File: config.mk
export PLATFORM = sky130hd
export DESIGN_NAME = uart_wb_tx_master_flat
export DESIGN_NICKNAME = d
export VERILOG_FILES = /design/src/rtl/uart_wb_tx_master_if.sv /design/src/rtl/uart_wb_tx_master.sv /design/src/flat_wrapper.sv
export SDC_FILE = /design/constraint.sdc
export NUM_CORES = 1
export LEC_CHECK = 0
export ABC_AREA = 1
export ABC_CLOCK_PERIOD_IN_PS = 3200
export BUFFER_PORTS_ARGS = -buffer_cell sky130_fd_sc_hd__buf_4
export CAP_MARGIN = 5
export CORE_MARGIN = 5
export CORE_UTILIZATION = 59
export CTS_CLUSTER_DIAMETER = 200
export DETAILED_ROUTE_END_ITERATION = 6
export PLACE_DENSITY = 0.85
export SYNTH_ARGS = -nofsm -noshare
export SYNTH_HDL_FRONTEND = slang
export SYNTH_SLANG_ARGS = --single-unit
File: constraint.sdc
create_clock -name wb_clk_i -period 3.2 [get_ports wb_clk_i]
set_input_delay 0.64 -clock wb_clk_i [delete_from_list [all_inputs] [get_ports wb_clk_i]]
set_output_delay 0.64 -clock wb_clk_i [all_outputs]
set_load 0.01 [all_outputs]
File: src/rtl/uart_wb_tx_master_if.sv
// Byte stream and Wishbone master signal bundle for uart_wb_tx_master.
// The master modport is the block's side; slave is the UART/stream peer.
interface uart_wb_tx_master_if;
  logic [7:0] s_data;
  logic       s_valid;
  logic       s_ready;
  logic [4:0] wb_addr_o;
  logic [7:0] wb_dat_o;
  logic [7:0] wb_dat_i;
  logic [3:0] wb_sel_o;
  logic       wb_we_o;
  logic       wb_stb_o;
  logic       wb_cyc_o;
  logic       wb_ack_i;

  modport master (
    input  s_data, s_valid, wb_dat_i, wb_ack_i,
    output s_ready, wb_addr_o, wb_dat_o, wb_sel_o,
    output wb_we_o, wb_stb_o, wb_cyc_o
  );

  modport slave (
    output s_data, s_valid, wb_dat_i, wb_ack_i,
    input  s_ready, wb_addr_o, wb_dat_o, wb_sel_o,
    input  wb_we_o, wb_stb_o, wb_cyc_o
  );
endinterface

File: src/rtl/uart_wb_tx_master.sv
// Wishbone master that configures a 16550 UART and feeds its THR from a
// valid/ready byte stream, throttled by LSR.THRE polling.
module uart_wb_tx_master #(
  parameter logic [15:0] DIVISOR     = 16'd27,
  parameter logic [7:0]  LCR_VAL     = 8'h03,
  parameter int unsigned ACK_TIMEOUT = 255
) (
  input  logic wb_clk_i,
  input  logic wb_rst_i,
  uart_wb_tx_master_if.master bus,
  output logic init_done,
  output logic timeout_err
);

  typedef enum logic [3:0] {
    INIT0, INIT1, INIT2, INIT3, INIT4,
    IDLE, RD_LSR, WR_THR, ERR
  } state_t;

  localparam logic [7:0] TO_LAST = 8'(ACK_TIMEOUT - 1);

  state_t     state_q, state_d;
  logic       act_q, act_d;
  logic [4:0] addr_q, addr_d;
  logic [7:0] dat_q, dat_d;
  logic       we_q, we_d;
  logic [7:0] cnt_q, cnt_d;
  logic       hold_q, hold_d;
  logic [7:0] byte_q, byte_d;
  logic [4:0] credit_q, credit_d;
  logic       done_q, done_d;
  logic       err_q, err_d;

  logic       req;
  logic       req_we;
  logic [4:0] req_addr;
  logic [7:0] req_dat;
  state_t     ack_state;
  logic       drop;
  logic       s_ready;

  logic unused_dat;
  assign unused_dat = ^{bus.wb_dat_i[7:6], bus.wb_dat_i[4:0]};

  assign s_ready = done_q & ~hold_q & ~err_q;

  always_comb begin
    req       = 1'b0;
    req_we    = 1'b1;
    req_addr  = 5'd0;
    req_dat   = 8'h00;
    ack_state = IDLE;
    state_d   = state_q;
    act_d     = act_q;
    addr_d    = addr_q;
    dat_d     = dat_q;
    we_d      = we_q;
    cnt_d     = cnt_q;
    hold_d    = hold_q;
    byte_d    = byte_q;
    credit_d  = credit_q;
    done_d    = done_q;
    err_d     = err_q;
    drop      = 1'b0;

    unique case (state_q)
      INIT0: begin
        req       = 1'b1;
        req_addr  = 5'd3;
        req_dat   = LCR_VAL | 8'h80;
        ack_state = INIT1;
      end
      INIT1: begin
        req       = 1'b1;
        req_addr  = 5'd0;
        req_dat   = DIVISOR[7:0];
        ack_state = INIT2;
      end
      INIT2: begin
        req       = 1'b1;
        req_addr  = 5'd1;
        req_dat   = DIVISOR[15:8];
        ack_state = INIT3;
      end
      INIT3: begin
        req       = 1'b1;
        req_addr  = 5'd3;
        req_dat   = LCR_VAL & 8'h7F;
        ack_state = INIT4;
      end
      INIT4: begin
        req       = 1'b1;
        req_addr  = 5'd2;
        req_dat   = 8'h07;
        ack_state = IDLE;
      end
      IDLE: begin
        if (hold_q) begin
          state_d = (credit_q != 5'd0) ? WR_THR : RD_LSR;
        end
      end
      RD_LSR: begin
        req      = 1'b1;
        req_we   = 1'b0;
        req_addr = 5'd5;
      end
      WR_THR: begin
        req      = 1'b1;
        req_addr = 5'd0;
        req_dat  = byte_q;
      end
      ERR: ;
      default: state_d = ERR;
    endcase

    if (bus.s_valid && s_ready) begin
      hold_d = 1'b1;
      byte_d = bus.s_data;
    end

    // Issue on the first cycle in a bus state; ack wins over timeout.
    if (req) begin
      if (!act_q) begin
        act_d  = 1'b1;
        addr_d = req_addr;
        dat_d  = req_we ? req_dat : 8'h00;
        we_d   = req_we;
        cnt_d  = 8'd0;
      end else if (bus.wb_ack_i) begin
        drop    = 1'b1;
        state_d = ack_state;
        if (state_q == INIT4) done_d = 1'b1;
        if (state_q == RD_LSR && bus.wb_dat_i[5]) begin
          credit_d = 5'd16;
        end
        if (state_q == WR_THR) begin
          hold_d   = 1'b0;
          credit_d = credit_q - 5'd1;
        end
      end else if (cnt_q == TO_LAST) begin
        drop    = 1'b1;
        state_d = ERR;
        err_d   = 1'b1;
        hold_d  = 1'b0;
      end else begin
        cnt_d = cnt_q + 8'd1;
      end
    end

    if (drop) begin
      act_d  = 1'b0;
      addr_d = 5'd0;
      dat_d  = 8'h00;
      we_d   = 1'b0;
      cnt_d  = 8'd0;
    end
  end

  always_ff @(posedge wb_clk_i or posedge wb_rst_i) begin
    if (wb_rst_i) begin
      state_q  <= INIT0;
      act_q    <= 1'b0;
      addr_q   <= 5'd0;
      dat_q    <= 8'h00;
      we_q     <= 1'b0;
      cnt_q    <= 8'd0;
      hold_q   <= 1'b0;
      byte_q   <= 8'h00;
      credit_q <= 5'd0;
      done_q   <= 1'b0;
      err_q    <= 1'b0;
    end else begin
      state_q  <= state_d;
      act_q    <= act_d;
      addr_q   <= addr_d;
      dat_q    <= dat_d;
      we_q     <= we_d;
      cnt_q    <= cnt_d;
      hold_q   <= hold_d;
      byte_q   <= byte_d;
      credit_q <= credit_d;
      done_q   <= done_d;
      err_q    <= err_d;
    end
  end

  assign bus.s_ready   = s_ready;
  assign bus.wb_cyc_o  = act_q;
  assign bus.wb_stb_o  = act_q;
  assign bus.wb_sel_o  = {3'b000, act_q};
  assign bus.wb_addr_o = addr_q;
  assign bus.wb_dat_o  = dat_q;
  assign bus.wb_we_o   = we_q;
  assign init_done     = done_q;
  assign timeout_err   = err_q;

endmodule

File: src/flat_wrapper.sv
// flat-port wrapper written by rule: the top's interface ports become plain ports
module uart_wb_tx_master_flat 
#(
  parameter logic [15:0] DIVISOR     = 16'd27,
  parameter logic [7:0]  LCR_VAL     = 8'h03,
  parameter int unsigned ACK_TIMEOUT = 255
)
  (wb_clk_i, wb_rst_i, init_done, timeout_err, bus_s_data, bus_s_valid, bus_wb_dat_i, bus_wb_ack_i, bus_s_ready, bus_wb_addr_o, bus_wb_dat_o, bus_wb_sel_o, bus_wb_we_o, bus_wb_stb_o, bus_wb_cyc_o);
  uart_wb_tx_master_if bus_i ();
  input  logic wb_clk_i;
  input  logic wb_rst_i;
  output logic init_done;
  output logic timeout_err;
  input wire logic [$bits(bus_i.s_data)-1:0] bus_s_data;
  input wire logic [$bits(bus_i.s_valid)-1:0] bus_s_valid;
  input wire logic [$bits(bus_i.wb_dat_i)-1:0] bus_wb_dat_i;
  input wire logic [$bits(bus_i.wb_ack_i)-1:0] bus_wb_ack_i;
  output wire logic [$bits(bus_i.s_ready)-1:0] bus_s_ready;
  output wire logic [$bits(bus_i.wb_addr_o)-1:0] bus_wb_addr_o;
  output wire logic [$bits(bus_i.wb_dat_o)-1:0] bus_wb_dat_o;
  output wire logic [$bits(bus_i.wb_sel_o)-1:0] bus_wb_sel_o;
  output wire logic [$bits(bus_i.wb_we_o)-1:0] bus_wb_we_o;
  output wire logic [$bits(bus_i.wb_stb_o)-1:0] bus_wb_stb_o;
  output wire logic [$bits(bus_i.wb_cyc_o)-1:0] bus_wb_cyc_o;
  assign bus_i.s_data = bus_s_data;
  assign bus_i.s_valid = bus_s_valid;
  assign bus_i.wb_dat_i = bus_wb_dat_i;
  assign bus_i.wb_ack_i = bus_wb_ack_i;
  assign bus_s_ready = bus_i.s_ready;
  assign bus_wb_addr_o = bus_i.wb_addr_o;
  assign bus_wb_dat_o = bus_i.wb_dat_o;
  assign bus_wb_sel_o = bus_i.wb_sel_o;
  assign bus_wb_we_o = bus_i.wb_we_o;
  assign bus_wb_stb_o = bus_i.wb_stb_o;
  assign bus_wb_cyc_o = bus_i.wb_cyc_o;
  uart_wb_tx_master #(.DIVISOR(DIVISOR), .LCR_VAL(LCR_VAL), .ACK_TIMEOUT(ACK_TIMEOUT)) u_core (.wb_clk_i(wb_clk_i), .wb_rst_i(wb_rst_i), .bus(bus_i), .init_done(init_done), .timeout_err(timeout_err));
endmodule
-- After elaboration in Yosys (flattened, before gate mapping)
Index checks and enable logic that the tools add are counted.
- register bits: 43
- input bits: 20
- add/subtract/negate cells: 2
- equal/unequal tests: 12
- muxes and demuxes: 41
- bitwise logic cells: 5
- reductions and logical operators: 14
- operators by type and width (kind ; count):
    8-bit two-way mux ; 9
    8-bit case mux with 5 select lines ; 1
    5-bit two-way mux ; 5
    3-bit case mux with 4 select lines ; 2
    4-bit two-way mux ; 5
    1-bit two-way mux ; 18
    4-bit by 3-bit equality test with 1-bit output (second input constant) ; 4
    4-bit AND reduction ; 3
    8-bit by 1-bit adder with 8-bit output (second input constant) ; 1
    4-bit by 2-bit equality test with 1-bit output (second input constant) ; 2
    8-bit equality test (second input constant) ; 1
    4-bit case mux with 2 select lines ; 1
    8-bit OR reduction ; 1
    7-bit OR reduction ; 1
    3-bit != test (second input constant) ; 2
    5-bit nonzero test ; 1
    5-bit by 1-bit subtractor with 5-bit output (second input constant) ; 1
    4-bit by 1-bit equality test with 1-bit output (second input constant) ; 1
    4-bit equality test (second input constant) ; 1
    4-bit logical NOT ; 1
    2-bit nonzero test ; 2
    1-bit NOT ; 3
    3-bit AND reduction ; 1
    1-bit bitwise AND ; 2
    4 further kinds ; 5

-- Depth between registers and ports, before layout
- word-level depth: 9
- gate-level depth with buffers: 10

-- Least setup slack after synthesis
OpenSTA, ideal clock, no wires.
- path type: flip-flop to output port
- start point: reg u_core.err_q, in the netlist u_core.timeout_err
- end point: out bus_s_ready
- arrival time: 795 ps
- required time: 2560 ps
- path slack: 1765 ps
- cell stages (with the launch flop): 2
- cell sequence: dfrtp_1 -> nor3_4
- word-level cells in the longest chain between the ends: 2
- RTL lines (what ; line ; text):
    start, declared ; uart_wb_tx_master.sv:32 ; logic err_q, err_d;
    start signal, assigned ; uart_wb_tx_master.sv:183 ; err_q <= err_d;
    1-bit NOT ; uart_wb_tx_master.sv:45 ; assign s_ready = done_q & ~hold_q & ~err_q;
    1-bit bitwise AND ; uart_wb_tx_master.sv:45 ;
    end, declared ; flat_wrapper.sv:18 ; output wire logic [$bits(bus_i.s_ready)-1:0] bus_s_ready;
Every way passes these cells.

-- Final worst setup path
Same ends and word-level chain as after synthesis.

==> impl_metrics.yaml <==
clock_tree:
  cts-root-to-sink-buffers: 2
  cts_hold_buffers: 0
  cts.repair_timing.setup_buffer_count: 0
  cts_tree: "built"
  clock_sink_count: 41
  ctsResizeCount: 0
  worst_skew_pair.late_latency_ns: 0.29
  clockRootBuffer: "sky130_fd_sc_hd__clkbuf_8"
  cts.htree.levels: 2
  tritoncts.num_buffers: 5
  clock_transition_at_the_register_clock_pins_on_the_worst_setup_and_hold_paths_after_cts_ns: 0.08
yosys:
  synthCells: 276
  synth.yosys.warnings: 0
  synth_seq_area_share_pct: 46.8
  ffs_latches_synth: 41
  mapped_cell_area_mm2: 0.00219
  syn-mean-instance-area_um2: 7.95
  synth_cell_type_count: 30
setup_path:
  cp_data_required_time_ns: 2.56
  timing.critical_path.cells: "nor3_4 -> buf_4"
  crit_path_max_fanout: 9
  crit_path_max_incr_delay_ns: 0.44
  crit_type: "reg -> out"
  cp_slowest_cell: "sky130_fd_sc_hd__dfrtp_1"
  critical_path.top_delay_family: "flip-flops"
  crit_arrival_ns: 1.31
  path_buf_inv: 1
  worstSetupStartpointType: "flop"
  element_type_at_the_critical_path_end: "primary output"
global_route:
  globalRouteTotalUtil_pct: 19.0
  grt_pass1_wl_um: 7720
  initial_antenna_violation_count: 0
  grt_remaining_overflow: 0
  number_of_global_route_vias_before_repair: 1739
  grt_max_degree: 42
die:
  boundaryPins: 43
  chipWidth_um: 71.0
  die_span_y_um: 71.0
  design.core.area_mm2: 0.00363
  row_count: 22
  floorplan.initialDensity_pct: 60.4
  area_of_the_die_mm2: 0.00504
route:
  routedWlPerCell_um: 12.5
  drt-total-wl_um: 4460
  routed-via-count: 1819
  drt-met1-wl_um: 2070
  drt_iter0_markers: 141
  post_drt_via_cell_ratio: 5.11
  route.antenna.remaining_nets: 0
  highest-signal-layer: "met4"
  dr.pass1.iters: 4
  post-route-drc-count: 0
  metal2_wl_um: 2160
  wl_met3_um: 194
cells_and_area:
  final_layout_size_suffix_gt1_share_pct: 17.9
  final_cell_count_no_fill: 356
  n_antenna_cell: 0
  area_added_between_synthesis_and_finish_pct: 15.8
  finalNetCount: 331
sta:
  relSlewSlack_pct: 66.2
  final_min_period_over_clock_period_pct: 61.1
  post_route_setup_tns_ns: 0
  min_period_ns: 1.95
  grt_setup_unrepaired: "false"
  tightest_slew_ns: 0.507
  hold_ws_ns: 0.469
  report.final.hold_viol_count: 0
  finalClockSkew_ns: 0.00480
  drv_slew: 0
  setup_violations: 0
  fmaxAchievable_mhz: 512
run:
  maxCapViolations: 0
worst_hold_path:
  holdCritPathClass: "in -> async"
power:
  ir_drop_mv: 0.245
  power_density_mw_per_mm2: 387
  static-leakage-power_nw: 1.36
placed_design:
  place_hpwl_um: 3240
  port-buffer-count: 30
  post-place-cells: 348
  gp_congestion: 0.871
outcome:
  status: "finished, final reports clean"
## worst min-delay path, stage by stage
cell and delay [ns]:
sky130_fd_sc_hd__buf_4 0.11, sky130_fd_sc_hd__inv_1 0.04, sky130_fd_sc_hd__buf_4 0.42
## final timing paths
check / startpoint / end / slack, ns / cells after the start
worst min-delay path: wb_rst_i / u_core.bus.wb_we_o$_DFFE_PP0P_ / 0.47 / 3
worst min register to register: u_core.bus.wb_addr_o[0]$_DFFE_PP0P_ / u_core.bus.wb_addr_o[0]$_DFFE_PP0P_ / 0.48 / 2
max in group asynchronous: wb_rst_i / u_core.timeout_err$_DFFE_PP0P_ / 2.38 / 3
worst max-delay path: u_core.timeout_err$_DFFE_PP0P_ / bus_s_ready / 1.25 / 2
worst max register to register: u_core.cnt_q[0]$_DFFE_PP0P_ / u_core.cnt_q[4]$_DFFE_PP0P_ / 1.65 / 9
min in group wb_clk_i: u_core.bus.wb_addr_o[0]$_DFFE_PP0P_ / u_core.bus.wb_addr_o[0]$_DFFE_PP0P_ / 0.48 / 2
## registers in the layout, indices dropped and copies added, names as in the netlist
register              count
u_core.bus.wb_addr_o      3
u_core.bus.wb_cyc_o       1
u_core.bus.wb_dat_o       8
u_core.bus.wb_we_o        1
u_core.byte_q             8
u_core.cnt_q              8
u_core.credit_q           5
u_core.hold_q             1
u_core.init_done          1
u_core.state_q            4
u_core.timeout_err        1
## routing by layer
metal,global-route usage (%),vias to the layer above
li1,-,930
met1,25.1,843
met2,30.7,41
met3,4.55,5
met4,6.26,0
met5,0,-
## power by group
group / switching [mW] / internal [mW]
logic: 0.0188 / 0.0113
registers: 0 / 0.518
clock network: 0.182 / 0.254
## cell usage in the layout, fill, tap and decap left out, types with 2 or more instances in the layout
| cell | synthesis | final |
|---|---|---|
| sky130_fd_sc_hd__a21oi_1 | 11 | 11 |
| sky130_fd_sc_hd__buf_4 | 7 | 31 |
| sky130_fd_sc_hd__clkbuf_8 | 0 | 6 |
| sky130_fd_sc_hd__conb_1 | 1 | 5 |
| sky130_fd_sc_hd__dfrtp_1 | 41 | 41 |
| sky130_fd_sc_hd__ha_1 | 4 | 4 |
| sky130_fd_sc_hd__inv_1 | 30 | 30 |
| sky130_fd_sc_hd__inv_2 | 3 | 3 |
| sky130_fd_sc_hd__nand2_1 | 81 | 81 |
| sky130_fd_sc_hd__nand2_4 | 2 | 2 |
| sky130_fd_sc_hd__nand3_1 | 27 | 27 |
| sky130_fd_sc_hd__nand3_2 | 2 | 2 |
| sky130_fd_sc_hd__nand4_1 | 5 | 5 |
| sky130_fd_sc_hd__nor2_1 | 25 | 25 |
| sky130_fd_sc_hd__nor2_4 | 3 | 3 |
| sky130_fd_sc_hd__o21ai_0 | 18 | 18 |
| sky130_fd_sc_hd__o31ai_1 | 2 | 2 |
## cell families (layout without fill, tap and decap cells)
logic type | after synthesis | count (layout) | share of synthesized area [%]
compound gates | 34 | 34 | 8.38
simple gates | 150 | 150 | 32.3
other cells | 1 | 5 | 0.171
buf+inv | 45 | 73 | 9.75
xor+xnor | 1 | 1 | 0.399
fa+ha+maj | 4 | 4 | 2.28
flops | 41 | 41 | 46.8
## per-stage QoR
step	power (mW)	cell area (µm²)	worst slack [ns]	utilization, %
after floorplan	0.547	2210	1.61	-
after global placement	0.559	2420	1.56	66.6
after detailed placement	0.559	2420	1.54	66.6
after CTS	0.989	2540	1.22	69.9
after global routing	1.02	2540	1.17	69.9
final	0.983	2540	1.25	69.9
## synthesized netlist by cell type
cell                        n  area, µm²
sky130_fd_sc_hd__nand2_1   81        304
sky130_fd_sc_hd__nor2_8     1       20.0
sky130_fd_sc_hd__buf_1      1       3.75
sky130_fd_sc_hd__clkbuf_2   1       5.00
sky130_fd_sc_hd__nor3_4     1       16.3
sky130_fd_sc_hd__inv_2      3       11.3
sky130_fd_sc_hd__a21oi_1   11       55.1
sky130_fd_sc_hd__nand2_4    2       22.5
sky130_fd_sc_hd__o21bai_1   1       7.51
sky130_fd_sc_hd__nand3_1   27        135
sky130_fd_sc_hd__o21ai_0   18       90.1
sky130_fd_sc_hd__inv_6      1       8.76
sky130_fd_sc_hd__nor2_4     3       33.8
sky130_fd_sc_hd__nand2_2    1       6.26
sky130_fd_sc_hd__dfrtp_1   41       1030
sky130_fd_sc_hd__nor2_1    25       93.8
sky130_fd_sc_hd__o211ai_1   1       7.51
sky130_fd_sc_hd__o21ai_2    1       8.76
sky130_fd_sc_hd__nand3_4    1       17.5
sky130_fd_sc_hd__xnor2_1    1       8.76
sky130_fd_sc_hd__o31ai_1    2       15.0
sky130_fd_sc_hd__nand3_2    2       20.0
sky130_fd_sc_hd__inv_1     30        113
sky130_fd_sc_hd__nand3b_1   1       7.51
sky130_fd_sc_hd__conb_1     1       3.75
sky130_fd_sc_hd__buf_2      1       5.00
sky130_fd_sc_hd__buf_8      1       15.0
sky130_fd_sc_hd__ha_1       4       50.1
sky130_fd_sc_hd__buf_4      7       52.6
sky130_fd_sc_hd__nand4_1    5       31.3
## area by class of cell
type                            instances  area [µm²]
Clock buffer                            6        82.6
Clock inverter                          2        37.5
Fill cell                             325        1090
Inverter                               34         133
Multi-Input combinational cell        194         970
Sequential cell                        41        1030
Tap cell                               48        60.1
Timing Repair Buffer                   31         233
Power figures use the tool's default switching activity.
